==> config.mk <==
export PLATFORM = sky130hd
export DESIGN_NAME = csv_row_sequencer_flat
export DESIGN_NICKNAME = d
export VERILOG_FILES = /design/src/rtl/csv_row_sequencer_pkg.sv /design/src/rtl/csv_row_sequencer_if.sv /design/src/rtl/csv_byte_reg.sv /design/src/rtl/csv_row_sequencer.sv /design/src/flat_wrapper.sv
export SDC_FILE = /design/constraint.sdc
export NUM_CORES = 1
export LEC_CHECK = 0
export BUFFER_PORTS_ARGS = -buffer_cell sky130_fd_sc_hd__buf_4
export CAP_MARGIN = 30
export CORE_ASPECT_RATIO = 0.5
export CORE_UTILIZATION = 51
export CTS_BUF_LIST = sky130_fd_sc_hd__clkbuf_16
export DETAILED_ROUTE_END_ITERATION = 16
export PLACE_DENSITY = 0.85
export SYNTH_ARGS = -nofsm -noshare
export SYNTH_HDL_FRONTEND = slang
export SYNTH_SLANG_ARGS = --single-unit
==> constraint.sdc <==
create_clock -name clk -period 5.5 [get_ports clk]
set_clock_uncertainty 0.15 [all_clocks]
set_input_delay 0.275 -clock clk [delete_from_list [all_inputs] [get_ports clk]]
set_output_delay 0.275 -clock clk [all_outputs]
set_load 0.005 [all_outputs]
==> src/rtl/csv_row_sequencer_pkg.sv <==
// Shared constants and state encoding for the CSV row sequencer.
package csv_pkg;

    localparam logic [7:0] CSV_COMMA  = 8'h2C;
    localparam logic [7:0] CSV_LF     = 8'h0A;
    localparam logic [7:0] CSV_DQUOTE = 8'h22;

    typedef enum logic [2:0] {IDLE, FIELD, SEP, EOL, OPENQ, CLOSEQ} csv_seq_state_e;

endpackage

==> src/rtl/csv_row_sequencer_if.sv <==
// Column-producer and byte-sink handshake bundle; slave side is the sequencer.
interface csv_row_sequencer_if #(
    parameter int unsigned N_COLS = 4
);
    logic [N_COLS-1:0]   fld_valid;
    logic [N_COLS*8-1:0] fld_data;
    logic [N_COLS-1:0]   fld_last;
    logic [N_COLS-1:0]   fld_empty;
    logic [N_COLS-1:0]   fld_ready;
    logic                out_valid;
    logic [7:0]          out_data;
    logic                out_ready;

    modport master (
        output fld_valid, fld_data, fld_last, fld_empty, out_ready,
        input  fld_ready, out_valid, out_data
    );

    modport slave (
        input  fld_valid, fld_data, fld_last, fld_empty, out_ready,
        output fld_ready, out_valid, out_data
    );
endinterface

==> src/rtl/csv_byte_reg.sv <==
// Single-entry valid/ready output register; loadable when empty or drained the same cycle.
module csv_byte_reg (
    input  logic       clk,
    input  logic       rst,
    input  logic       load_i,
    input  logic [7:0] load_data_i,
    input  logic       out_ready_i,
    output logic       out_valid_o,
    output logic [7:0] out_data_o,
    output logic       can_load_o
);
    logic       valid_q, valid_d;
    logic [7:0] data_q, data_d;

    assign can_load_o  = !valid_q || out_ready_i;
    assign out_valid_o = valid_q;
    assign out_data_o  = data_q;

    always_comb begin
        valid_d = valid_q;
        data_d  = data_q;
        if (load_i) begin
            valid_d = 1'b1;
            data_d  = load_data_i;
        end else if (out_ready_i) begin
            valid_d = 1'b0;
        end
    end

    always_ff @(posedge clk or posedge rst) begin
        if (rst) begin
            valid_q <= 1'b0;
            data_q  <= 8'h00;
        end else begin
            valid_q <= valid_d;
            data_q  <= data_d;
        end
    end
endmodule

==> src/rtl/csv_row_sequencer.sv <==
// Serialises N column producers into one CSV byte stream, in column order, with ',' and LF.
// Define CSV_QUOTE_EN to wrap every field in double quotes and double embedded quotes.
module csv_row_sequencer
    import csv_pkg::*;
#(
    parameter int unsigned N_COLS    = 4,
    parameter int unsigned ROW_CNT_W = 16
) (
    input  logic                 clk,
    input  logic                 rst,
    csv_row_sequencer_if.slave   bus,
    output logic [ROW_CNT_W-1:0] row_count,
    output logic                 busy
);
    localparam int unsigned    COL_W    = (N_COLS > 1) ? $clog2(N_COLS) : 1;
    localparam logic [COL_W-1:0] LAST_COL = COL_W'(N_COLS - 1);

    csv_seq_state_e        state_q, state_d;
    logic [COL_W-1:0]      col_q, col_d;
    logic                  eol_q, eol_d;
    logic [ROW_CNT_W-1:0]  row_count_q, row_count_d;
`ifdef CSV_QUOTE_EN
    logic                  dup_q, dup_d;
    logic                  dup_last_q, dup_last_d;
`endif

    logic                  can_load, ld, ld_eol;
    logic [7:0]            ld_data;
    logic                  out_valid;
    logic [7:0]            out_data;
    logic [N_COLS-1:0]     col_oh;
    logic                  cur_valid, cur_last, cur_empty;
    logic [7:0]            cur_data;

    csv_byte_reg u_byte_reg (
        .clk         (clk),
        .rst         (rst),
        .load_i      (ld),
        .load_data_i (ld_data),
        .out_ready_i (bus.out_ready),
        .out_valid_o (out_valid),
        .out_data_o  (out_data),
        .can_load_o  (can_load)
    );

    assign bus.out_valid = out_valid;
    assign bus.out_data  = out_data;
    assign row_count     = row_count_q;
    assign busy          = (state_q != IDLE) || out_valid;

    always_comb begin
        col_oh    = '0;
        cur_valid = 1'b0;
        cur_last  = 1'b0;
        cur_empty = 1'b0;
        cur_data  = 8'h00;
        for (int unsigned c = 0; c < N_COLS; c++) begin
            if (col_q == COL_W'(c)) begin
                col_oh[c] = 1'b1;
                cur_valid = bus.fld_valid[c];
                cur_last  = bus.fld_last[c];
                cur_empty = bus.fld_empty[c];
                cur_data  = bus.fld_data[c*8 +: 8];
            end
        end
    end

    always_comb begin
        state_d       = state_q;
        col_d         = col_q;
        ld            = 1'b0;
        ld_data       = 8'h00;
        ld_eol        = 1'b0;
        bus.fld_ready = '0;
`ifdef CSV_QUOTE_EN
        dup_d         = dup_q;
        dup_last_d    = dup_last_q;
`endif
        unique case (state_q)
            IDLE: begin
                if (bus.fld_valid[0]) begin
                    col_d = '0;
`ifdef CSV_QUOTE_EN
                    state_d = OPENQ;
`else
                    state_d = FIELD;
`endif
                end
            end
            FIELD: begin
`ifdef CSV_QUOTE_EN
                // Second copy of an embedded quote: producer is held off this cycle.
                if (dup_q) begin
                    if (can_load) begin
                        ld      = 1'b1;
                        ld_data = CSV_DQUOTE;
                        dup_d   = 1'b0;
                        if (dup_last_q) state_d = CLOSEQ;
                    end
                end else
`endif
                if (can_load) begin
                    bus.fld_ready = col_oh;
                    if (cur_valid) begin
                        if (!cur_empty) begin
                            ld      = 1'b1;
                            ld_data = cur_data;
                        end
`ifdef CSV_QUOTE_EN
                        if (!cur_empty && cur_data == CSV_DQUOTE) begin
                            dup_d      = 1'b1;
                            dup_last_d = cur_last;
                        end else if (cur_last || cur_empty) begin
                            state_d = CLOSEQ;
                        end
`else
                        // An empty beat always ends the field, even without fld_last.
                        if (cur_last || cur_empty) state_d = (col_q == LAST_COL) ? EOL : SEP;
`endif
                    end
                end
            end
            SEP: begin
                if (can_load) begin
                    ld      = 1'b1;
                    ld_data = CSV_COMMA;
                    col_d   = col_q + COL_W'(1);
`ifdef CSV_QUOTE_EN
                    state_d = OPENQ;
`else
                    state_d = FIELD;
`endif
                end
            end
            EOL: begin
                if (can_load) begin
                    ld      = 1'b1;
                    ld_data = CSV_LF;
                    ld_eol  = 1'b1;
                    col_d   = '0;
                    state_d = IDLE;
                end
            end
`ifdef CSV_QUOTE_EN
            OPENQ: begin
                if (can_load) begin
                    ld      = 1'b1;
                    ld_data = CSV_DQUOTE;
                    state_d = FIELD;
                end
            end
            CLOSEQ: begin
                if (can_load) begin
                    ld      = 1'b1;
                    ld_data = CSV_DQUOTE;
                    state_d = (col_q == LAST_COL) ? EOL : SEP;
                end
            end
`endif
            default: state_d = IDLE;
        endcase
    end

    // eol_q tags the byte in the output register as the row terminator.
    always_comb begin
        eol_d       = eol_q;
        row_count_d = row_count_q;
        if (ld) begin
            eol_d = ld_eol;
        end else if (out_valid && bus.out_ready) begin
            eol_d = 1'b0;
        end
        if (out_valid && bus.out_ready && eol_q) row_count_d = row_count_q + ROW_CNT_W'(1);
    end

    always_ff @(posedge clk or posedge rst) begin
        if (rst) begin
            state_q     <= IDLE;
            col_q       <= '0;
            eol_q       <= 1'b0;
            row_count_q <= '0;
        end else begin
            state_q     <= state_d;
            col_q       <= col_d;
            eol_q       <= eol_d;
            row_count_q <= row_count_d;
        end
    end

`ifdef CSV_QUOTE_EN
    always_ff @(posedge clk or posedge rst) begin
        if (rst) begin
            dup_q      <= 1'b0;
            dup_last_q <= 1'b0;
        end else begin
            dup_q      <= dup_d;
            dup_last_q <= dup_last_d;
        end
    end
`endif
endmodule

==> src/flat_wrapper.sv <==
// flat-port wrapper written by rule: the top's interface ports become plain ports
module csv_row_sequencer_flat import csv_pkg::*;
#(
    parameter int unsigned N_COLS    = 4,
    parameter int unsigned ROW_CNT_W = 16
)
  (clk, rst, row_count, busy, bus_fld_valid, bus_fld_data, bus_fld_last, bus_fld_empty, bus_out_ready, bus_fld_ready, bus_out_valid, bus_out_data);
  csv_row_sequencer_if #(.N_COLS(N_COLS)) bus_i ();
  input  logic clk;
  input  logic rst;
  output logic [ROW_CNT_W-1:0] row_count;
  output logic busy;
  input wire logic [$bits(bus_i.fld_valid)-1:0] bus_fld_valid;
  input wire logic [$bits(bus_i.fld_data)-1:0] bus_fld_data;
  input wire logic [$bits(bus_i.fld_last)-1:0] bus_fld_last;
  input wire logic [$bits(bus_i.fld_empty)-1:0] bus_fld_empty;
  input wire logic [$bits(bus_i.out_ready)-1:0] bus_out_ready;
  output wire logic [$bits(bus_i.fld_ready)-1:0] bus_fld_ready;
  output wire logic [$bits(bus_i.out_valid)-1:0] bus_out_valid;
  output wire logic [$bits(bus_i.out_data)-1:0] bus_out_data;
  assign bus_i.fld_valid = bus_fld_valid;
  assign bus_i.fld_data = bus_fld_data;
  assign bus_i.fld_last = bus_fld_last;
  assign bus_i.fld_empty = bus_fld_empty;
  assign bus_i.out_ready = bus_out_ready;
  assign bus_fld_ready = bus_i.fld_ready;
  assign bus_out_valid = bus_i.out_valid;
  assign bus_out_data = bus_i.out_data;
  csv_row_sequencer #(.N_COLS(N_COLS), .ROW_CNT_W(ROW_CNT_W)) u_core (.clk(clk), .rst(rst), .bus(bus_i), .row_count(row_count), .busy(busy));
endmodule
==> results of run 1 <==
## cells in the mapped netlist, drive strengths merged, types with 4 or more instances
| master | instances |
|---|---|
| and3 | 4 |
| clkbuf | 4 |
| a21oi | 12 |
| o21ai | 9 |
| xnor2 | 10 |
| ha | 5 |
| dfrtp | 30 |
| a221oi | 5 |
| xor2 | 5 |
| a221o | 6 |
| nand3 | 10 |
| inv | 14 |
| nand2b | 4 |
| and2 | 4 |
| nor2 | 10 |
| nor3 | 4 |
| buf | 4 |
| nand2 | 13 |
| nand4 | 6 |
| o22ai | 7 |
## critical path, cell delays in order, from the launching register on
cell                       delay (ns)
sky130_fd_sc_hd__dfrtp_1         0.39
sky130_fd_sc_hd__inv_1           0.09
sky130_fd_sc_hd__ha_1            0.37
sky130_fd_sc_hd__nor2b_1         0.65
sky130_fd_sc_hd__a221oi_2        0.14
sky130_fd_sc_hd__o21ai_0         0.59
sky130_fd_sc_hd__o22ai_1         0.23
sky130_fd_sc_hd__a211o_1         0.27
## final cells by class
type	count	area, um2
clock buffer	5	125
clock inverter	2	33.8
fill	213	591
inverter	14	52.6
multi-input combinational	144	967
sequential	30	751
tap	48	60.1
timing repair buffer	78	608
## per-layer routing
layer,part of all wire,vias to the layer above,global-route usage
met5,0,-,0
met1,0.42,927,0.388
met2,0.48,125,0.492
met3,0.082,14,0.0914
li1,-,884,-
met4,0.021,0,0.133
## state kept, by name, summed over array words and instances, names as in the netlist
name	count
u_core.col_q	2
u_core.u_byte_reg.out_valid_o	1
u_core.state_q	2
u_core.u_byte_reg.out_data_o	8
u_core.row_count	16
u_core.eol_q	1
## kinds of logic after synthesis
group,Yosys count
compound gates,54
xor+xnor,15
fa+ha+maj,5
buf+inv,22
flops,30
mux,1
simple gates,69
## metrics by stage
| stage | total power (uW) | util | cells | hold WS [ns] |
|---|---|---|---|---|
| after detailed placement | 870 | 0.762 | 313 | 0.234 |
| after CTS | 1190 | 0.815 | 321 | 0.216 |
| final | 1210 | 0.815 | 321 | 0.221 |
| after global placement | 851 | 0.753 | 312 | 0.308 |
| after global routing | 1270 | 0.815 | 321 | 0.213 |
| after floorplan | 701 | - | 196 | 0.216 |
## power breakdown
| group | total [uW] | internal (uW) | leakage (uW) | switching (uW) |
|---|---|---|---|---|
| combinational | 555 | 266 | 0.000784 | 289 |
| clock | 304 | 209 | 0.0000773 | 94.9 |
| sequential | 349 | 275 | 0.000388 | 74.2 |
## cell usage in the layout (no fill, tap or decap), drive strengths merged, types with 3 or more instances in the layout
cell    count
inv        14
o32ai       3
dfrtp      30
xnor2      10
o21ai       9
a221oi      5
nand2      13
a21oi      12
nor3        4
xor2        5
o221ai      3
o22ai       7
and3        4
a221o       6
nor2b       3
buf        77
nand2b      4
and2        4
ha          5
nand3      10
nor2       10
nand4       6
clkbuf      5
## path summary, 6_finish.rpt
path                       slack, ns            startpoint                               to
max reg2reg                     2.49       u_core.col_q[1]  u_core.u_byte_reg.out_data_o[2]
min reg2reg                     0.32  u_core.row_count[15]             u_core.row_count[15]
max in group asynchronous       4.19                   rst             u_core.row_count[15]
max                             2.49       u_core.col_q[1]  u_core.u_byte_reg.out_data_o[2]
min                             0.22      bus_fld_data[27]  u_core.u_byte_reg.out_data_o[3]
min in group asynchronous       0.50                   rst  u_core.u_byte_reg.out_data_o[4]
==> Flow_metrics.wiki, run 1 <==
{| class="wikitable"
! Metric !! Value
|-
| Root Buffer || sky130_fd_sc_hd__clkbuf_16
|-
| Detailed-route vias per instance || roughly 6.1
|-
| Initial antenna violation count || 0
|-
| Clock sink count || 30
|-
| Total of cells resized after clock tree synthesis || 0
|-
| Post-layout net count || 325
|-
| Overall routing resource usage || 0.304
|-
| Hold Path Class || input port to register
|-
| Post-Syn Nets || 248
|-
| Cell area after placement || ~2400 um2
|-
| Insertion delay to the later sink of the worst-skew pair || roughly 0.27 ns
|-
| Congestion Overflow GR || 0
|-
| Pre-CTS setup slack || between 2 and 3 ns
|-
| Adder-cell area share of the yosys netlist || 0.0345
|-
| Number of buffers created by CTS || 5
|-
| Final clock period utilization by the worst path || 0.547
|-
| Post-route cell area || 2600 um2
|-
| Cells on worst reg2reg path || 7
|-
| Worst slew slack as a fraction of its limit || 0.385
|-
| Top-area cell type share of the netlist area || 0.414
|-
| Clock transition at the registers of the reported paths || 0.05 ns
|-
| Cells after Synth || ~200
|-
| Post-route DRC || 0
|-
| Clock tree from TritonCTS || done
|-
| Vias in the first global route || approximately 1800
|-
| Final Routed Wirelength || between 5000 and 6000 um
|-
| Post-Route Setup TNS || 0 ns
|-
| Detail Route Antenna Nets || 0
|-
| First-pass iteration count of the detailed router || 5
|-
| H-tree levels || 2
|-
| Share of cell area taken by muxes after synthesis || 0.00622
|-
| Maximum fanout encountered on the critical timing path || 16
|-
| Slack of the critical path || 2.49 ns
|-
| Number of pins exceeding their max-slew limit in the final report || 0
|-
| Post-detail-place hpwl || roughly 3700 um
|-
| Warning count from the yosys run || 0
|-
| Max-cap violations || 0
|-
| Required time worst endpoint || between 5 and 6 ns
|-
| Die extent in x || ~86 um
|-
| Crit Path Class || register to register
|-
| Register area share after synthesis || 0.414
|-
| Layout cell share with drive strength beyond 1 || 0.326
|-
| Avg Inst Size Synth || around 9.2 um2
|-
| Detailed router's first-iteration violation count || around 140
|-
| Worst-Margin Slew || 0.921 ns
|-
| Top post-synthesis cells by area || sky130_fd_sc_hd__dfrtp_1 41%, sky130_fd_sc_hd__xnor2_1 4.8%, sky130_fd_sc_hd__ha_1 3.5%
|-
| Most used flip-flop cell after synthesis || sky130_fd_sc_hd__dfrtp_1
|-
| Sort of element at the end of the critical path || register
|-
| Post-synth EDFFs || 0
|-
| Parity-gate share of the synthesized area counting xor and xnor cells || 0.0725
|-
| Number of placement rows || 14
|-
| Netlist area before placement || 1810 um2
|-
| Arrival time reported for the critical path endpoint || around 3.0 ns
|-
| Library cell occupying the most area in the post-synthesis netlist || sky130_fd_sc_hd__dfrtp_1
|-
| Setup repair after global routing missed its margin || false
|-
| Hold buffer count at cts || 1
|-
| Pwr dens || 465 nW/um2
|-
| Count of cell types in the netlist || between 40 and 50
|-
| Routability congestion estimate || approximately 0.9
|-
| Std-Cell Core Area || ~3200 um2
|-
| Starting utilization of the core area || 0.568
|-
| Number of buffers on the longest clock path || 2
|-
| Global-route wire length before repair || ~8600 um
|-
| Count of buffers from port buffering || between 70 and 80
|-
| Die area || between 3000 and 4000 um2
|-
| Post-synthesis register bit count || 30
|-
| Largest net degree at the start of global routing || 19
|-
| Leak || between 0.001 and 0.0015 uW
|-
| Nature of the critical path startpoint || register
|-
| Post-synthesis simple-gate area fraction || 0.202
|-
| Largest family of logic cells by synthesized area || compound AO/OA/AOI/OAI gates
|-
| Worst vdd rail ir drop || ~0.24 mV
|-
| Growth of design area from synthesis to finish || 43.4%
|-
| I/O pin cnt || 77
|-
| DR vias || around 2000
|-
| Antenna Diode Count || 0
|-
| Ys async rst share || 1.00
|-
| Setup Viol. Count Final || 0
|-
| Setup fix buffers added after clock tree synthesis || 0
|-
| Compound-cell area share of the yosys netlist || 0.218
|-
| Timing-limited maximum frequency || about 0.33 GHz
|-
| Worst hold path depth || 3
|-
| Result of the run || completed
|-
| Hold violation total from the final report || 0
|-
| Average wire length per cell after detail routing || between 15 and 20 um
|-
| Shortest clock period the worst path allows after layout || about 3.0 ns
|-
| Vertical die dimension || approximately 44 um
|}
Power figures use the tool's default switching activity.
==> run 2: changes to the inputs <==
--- a/config.mk
+++ b/config.mk
@@ -8,10 +8,10 @@
 export BUFFER_PORTS_ARGS = -buffer_cell sky130_fd_sc_hd__buf_4
 export CAP_MARGIN = 30
 export CORE_ASPECT_RATIO = 0.5
-export CORE_UTILIZATION = 51
+export CORE_UTILIZATION = 43
 export CTS_BUF_LIST = sky130_fd_sc_hd__clkbuf_16
 export DETAILED_ROUTE_END_ITERATION = 16
-export PLACE_DENSITY = 0.85
+export PLACE_DENSITY = 0.76
 export SYNTH_ARGS = -nofsm -noshare
 export SYNTH_HDL_FRONTEND = slang
 export SYNTH_SLANG_ARGS = --single-unit
==> constraint.sdc (replaced) <==
create_clock -name clk -period 2.63 [get_ports clk]
set_clock_uncertainty 0.15 [all_clocks]
set_input_delay 0.1315 -clock clk [delete_from_list [all_inputs] [get_ports clk]]
set_output_delay 0.1315 -clock clk [all_outputs]
set_load 0.005 [all_outputs]
==> run 2 against run 1 <==
Register-to-register slack worse by 2.3 ns. Cell area grew 0.82%. Global-route usage down 6.9 points. Die area increased by 18%. Worst hold slack worse by 0.17 ns. Cell count rose by 4.0%. Non-clock buffer count rose by 6. Critical path depth is 1 lower. Combinational power increased by 120%. Largest power group unchanged. Highest routed layer unchanged.
==> Flow_metrics.wiki, run 2 (same netlist as run 1, synthesis figures left out) <==
{| class="wikitable"
! Metric !! Value
|-
| Cell-by-cell trace of the critical path || ha_1 > or2_1 > a221oi_2 > o21ai_0 > and3_1 > a211o_1 (was inv_1 > ha_1 > nor2b_1 > a221oi_2 > o21ai_0 > o22ai_1 > a211o_1)
|-
| Post-layout net count || 331 (was 325)
|-
| Growth of design area from synthesis to finish || 44.5% (was 43.4%)
|-
| Die area || 4490 um2 (was 3810 um2)
|-
| Final Routed Wirelength || 4940 um (was 5450 um)
|-
| Number of flip-flops under the largest register name || 16 (unchanged)
|-
| Setup Viol. Count Final || 0 (unchanged)
|-
| Detailed router's first-iteration violation count || 119 (was 144)
|-
| Layout cell share with drive strength beyond 1 || 0.350 (was 0.326)
|-
| Area used by multi-input combinational logic || 973 um2 (was 967 um2)
|-
| Cells on worst reg2reg path || 6 (was 7)
|-
| # fillers || 330 (was 213)
|-
| Pwr dens || 943 nW/um2 (was 465 nW/um2)
|-
| Post-route DRC || 0 (unchanged)
|-
| Number of placement rows || 16 (was 14)
|-
| DR vias || 1849 (was 1950)
|-
| Std-Cell Core Area || 3960 um2 (was 3190 um2)
|-
| CP peak stage delay || 0.43 ns (was 0.65 ns)
|-
| Nature of the critical path startpoint || register (unchanged)
|-
| Required time worst endpoint || 2.64 ns (was 5.50 ns)
|-
| Average wire length per cell after detail routing || 14.8 um (was 17.0 um)
|-
| Leak || 0.00126 uW (was 0.00125 uW)
|-
| Result of the run || completed (unchanged)
|-
| Clock transition at the registers of the reported paths || 0.05 ns (about the same)
|-
| Worst vdd rail ir drop || 0.552 mV (was 0.245 mV)
|-
| Timing-limited maximum frequency || 0.412 GHz (was 0.332 GHz)
|-
| Most used routing layer || met2 (unchanged)
|-
| Largest net degree at the start of global routing || 31 (was 19)
|-
| Global-route wire length before repair || 7780 um (was 8580 um)
|-
| First-pass iteration count of the detailed router || 4 (was 5)
|-
| Congestion Overflow GR || 0 (unchanged)
|-
| Hold Path Class || input port to register (unchanged)
|-
| DP Cell Count || 325 (was 313)
|-
| Starting utilization of the core area || 0.457 (was 0.568)
|-
| Post-Route Setup TNS || 0 ns (unchanged)
|-
| I/O pin cnt || 77 (unchanged)
|-
| Number of pins exceeding their max-slew limit in the final report || 0 (unchanged)
|-
| Antenna Diode Count || 0 (unchanged)
|-
| Worst hold path depth || 3 (unchanged)
|-
| Post-detail-place hpwl || 3710 um (was 3680 um)
|-
| Worst-Margin Slew || 0.608 ns (was 0.921 ns)
|-
| Hold path start || bus_out_ready (was bus_fld_data[27])
|-
| Routing usage on met3 || 0.0825 (was 0.0914)
|-
| Sort of element at the end of the critical path || register (unchanged)
|-
| Power Total || 2470 uW (was 1210 uW)
|-
| Final clock period utilization by the worst path || 0.924 (was 0.547)
|-
| Vias in the first global route || 1687 (was 1811)
|-
| Most common library cell in the layout ignoring fill and taps || sky130_fd_sc_hd__buf_4 (unchanged)
|-
| CP startpoint || u_core.col_q[0] (was u_core.col_q[1])
|-
| Number of buffers created by CTS || 5 (unchanged)
|-
| Critical-path cell with the highest stage delay || sky130_fd_sc_hd__dfrtp_1 (was sky130_fd_sc_hd__nor2b_1)
|-
| Highest-count cells in the layout ignoring fill and taps || 83 x sky130_fd_sc_hd__buf_4, 30 x sky130_fd_sc_hd__dfrtp_1, 14 x sky130_fd_sc_hd__inv_1 (was 76 x sky130_fd_sc_hd__buf_4, 30 x sky130_fd_sc_hd__dfrtp_1, 14 x sky130_fd_sc_hd__inv_1)
|-
| Maximum fanout encountered on the critical timing path || 13 (was 16)
|-
| Startpoint of the worst-slack reg-to-reg timing path || u_core.col_q[0] (was u_core.col_q[1])
|-
| Register Area || 751 um2 (unchanged)
|-
| Endpoint with the worst hold slack || u_core.row_count[2] (was u_core.u_byte_reg.out_data_o[3])
|-
| Final cell count without fillers || 334 (was 321)
|-
| Slack of the critical path || 0.200 ns (was 2.49 ns)
|-
| Terminus of the critical flop-to-flop path || u_core.u_byte_reg.out_data_o[2] (unchanged)
|-
| Hold violation total from the final report || 0 (unchanged)
|-
| Clock tree from TritonCTS || done (unchanged)
|-
| Number of buffers on the longest clock path || 2 (unchanged)
|-
| Overall routing resource usage || 0.235 (was 0.304)
|-
| Routability congestion estimate || 0.813 (was 0.901)
|-
| Insertion delay to the later sink of the worst-skew pair || 0.28 ns (was 0.27 ns)
|-
| Pre-CTS setup slack || 0.190 ns (was 2.66 ns)
|-
| Die extent in x || 93.8 um (was 86.3 um)
|-
| Crit Path Class || register to register (unchanged)
|-
| Arrival time reported for the critical path endpoint || 2.44 ns (was 3.01 ns)
|-
| Detail Route Antenna Nets || 0 (unchanged)
|-
| Clock sink count || 30 (unchanged)
|-
| Detailed-route vias per instance || 5.54 (was 6.07)
|-
| Shortest clock period the worst path allows after layout || 2.43 ns (was 3.01 ns)
|-
| Setup repair after global routing missed its margin || false (unchanged)
|-
| Max-cap violations || 0 (unchanged)
|-
| Internal reg-to-reg setup slack || 0.20 ns (was 2.49 ns)
|-
| Worst slew slack as a fraction of its limit || 0.590 (was 0.385)
|-
| Vertical die dimension || 47.9 um (was 44.1 um)
|-
| Final worst hold slack || 0.0469 ns (was 0.221 ns)
|-
| Met1 Use GR || 0.309 (was 0.388)
|-
| Count of buffers from port buffering || 76 (unchanged)
|-
| H-tree levels || 2 (unchanged)
|-
| Met2 Usage GRT || 0.372 (was 0.492)
|-
| Initial antenna violation count || 0 (unchanged)
|-
| Root Buffer || sky130_fd_sc_hd__clkbuf_16 (unchanged)
|}
[run 2: cell count changes in the layout (fill, tap and decap cells not counted)]
cell,delta
sky130_fd_sc_hd__a21oi_1,-1
sky130_fd_sc_hd__a21oi_2,+1
sky130_fd_sc_hd__buf_16,-1
sky130_fd_sc_hd__buf_4,+7
sky130_fd_sc_hd__bufinv_16,-1
sky130_fd_sc_hd__clkinv_2,+1
sky130_fd_sc_hd__clkinvlp_4,+1
sky130_fd_sc_hd__ha_1,-1
sky130_fd_sc_hd__ha_2,+1
[run 2: worst max-delay path by stage]
stage                                      end  slack, ns  cells past startpoint
2_1_floorplan  u_core.u_byte_reg.out_data_o[1]       0.38                      8
3_3_place_gp   u_core.u_byte_reg.out_data_o[5]       0.28                      7
3_5_place_dp   u_core.u_byte_reg.out_data_o[0]       0.19                      7
4_1_cts        u_core.u_byte_reg.out_data_o[2]       0.20                      7
5_1_grt        u_core.u_byte_reg.out_data_o[5]       0.06                      6
6_report       u_core.u_byte_reg.out_data_o[2]       0.20                      6
[run 2: area by class of cell]
| type | instances | share of cell area |
|---|---|---|
| clock buffers | 5 | 0.0478 |
| clock inverters | 3 | 0.00621 |
| inverters | 14 | 0.0201 |
| multi-input cells | 144 | 0.372 |
| flip-flops and latches | 30 | 0.287 |
| well taps | 54 | 0.0258 |
| repair buffers | 84 | 0.242 |
[run 2: where the power goes]
| group | internal, uW | switching [uW] | total [uW] |
|---|---|---|---|
| registers | 575 | 142 | 717 |
| logic | 617 | 587 | 1200 |
| clock network | 345 | 205 | 549 |
[run 2: critical path: cells and delay by family, from the launching register on]
| kind | cells | cell delay (ns) |
|---|---|---|
| flops | 1 | 0.43 |
| fa+ha+maj | 1 | 0.38 |
| simple gates | 2 | 0.57 |
| compound gates | 3 | 0.78 |
[run 2: per-layer routing]
metal	wire length (um)	up-vias
met5	0	-
met4	22	0
met3	284	6
met2	2330	75
met1	2300	876
li1	-	892
[run 2: timing repair]
item,in CTS,in global routing
hold buffers,1,0
endpoints found under the setup margin,0,4
setup buffers,0,0
endpoints found under the hold margin,30,0
gates resized for setup,0,2
[run 2: through the flow]
step / utilization / area (um2)
after floorplan: - / 1810
after global placement: 0.621 / 2460
after detailed placement: 0.621 / 2460
after CTS: 0.659 / 2610
after global routing: 0.661 / 2620
final: 0.661 / 2620
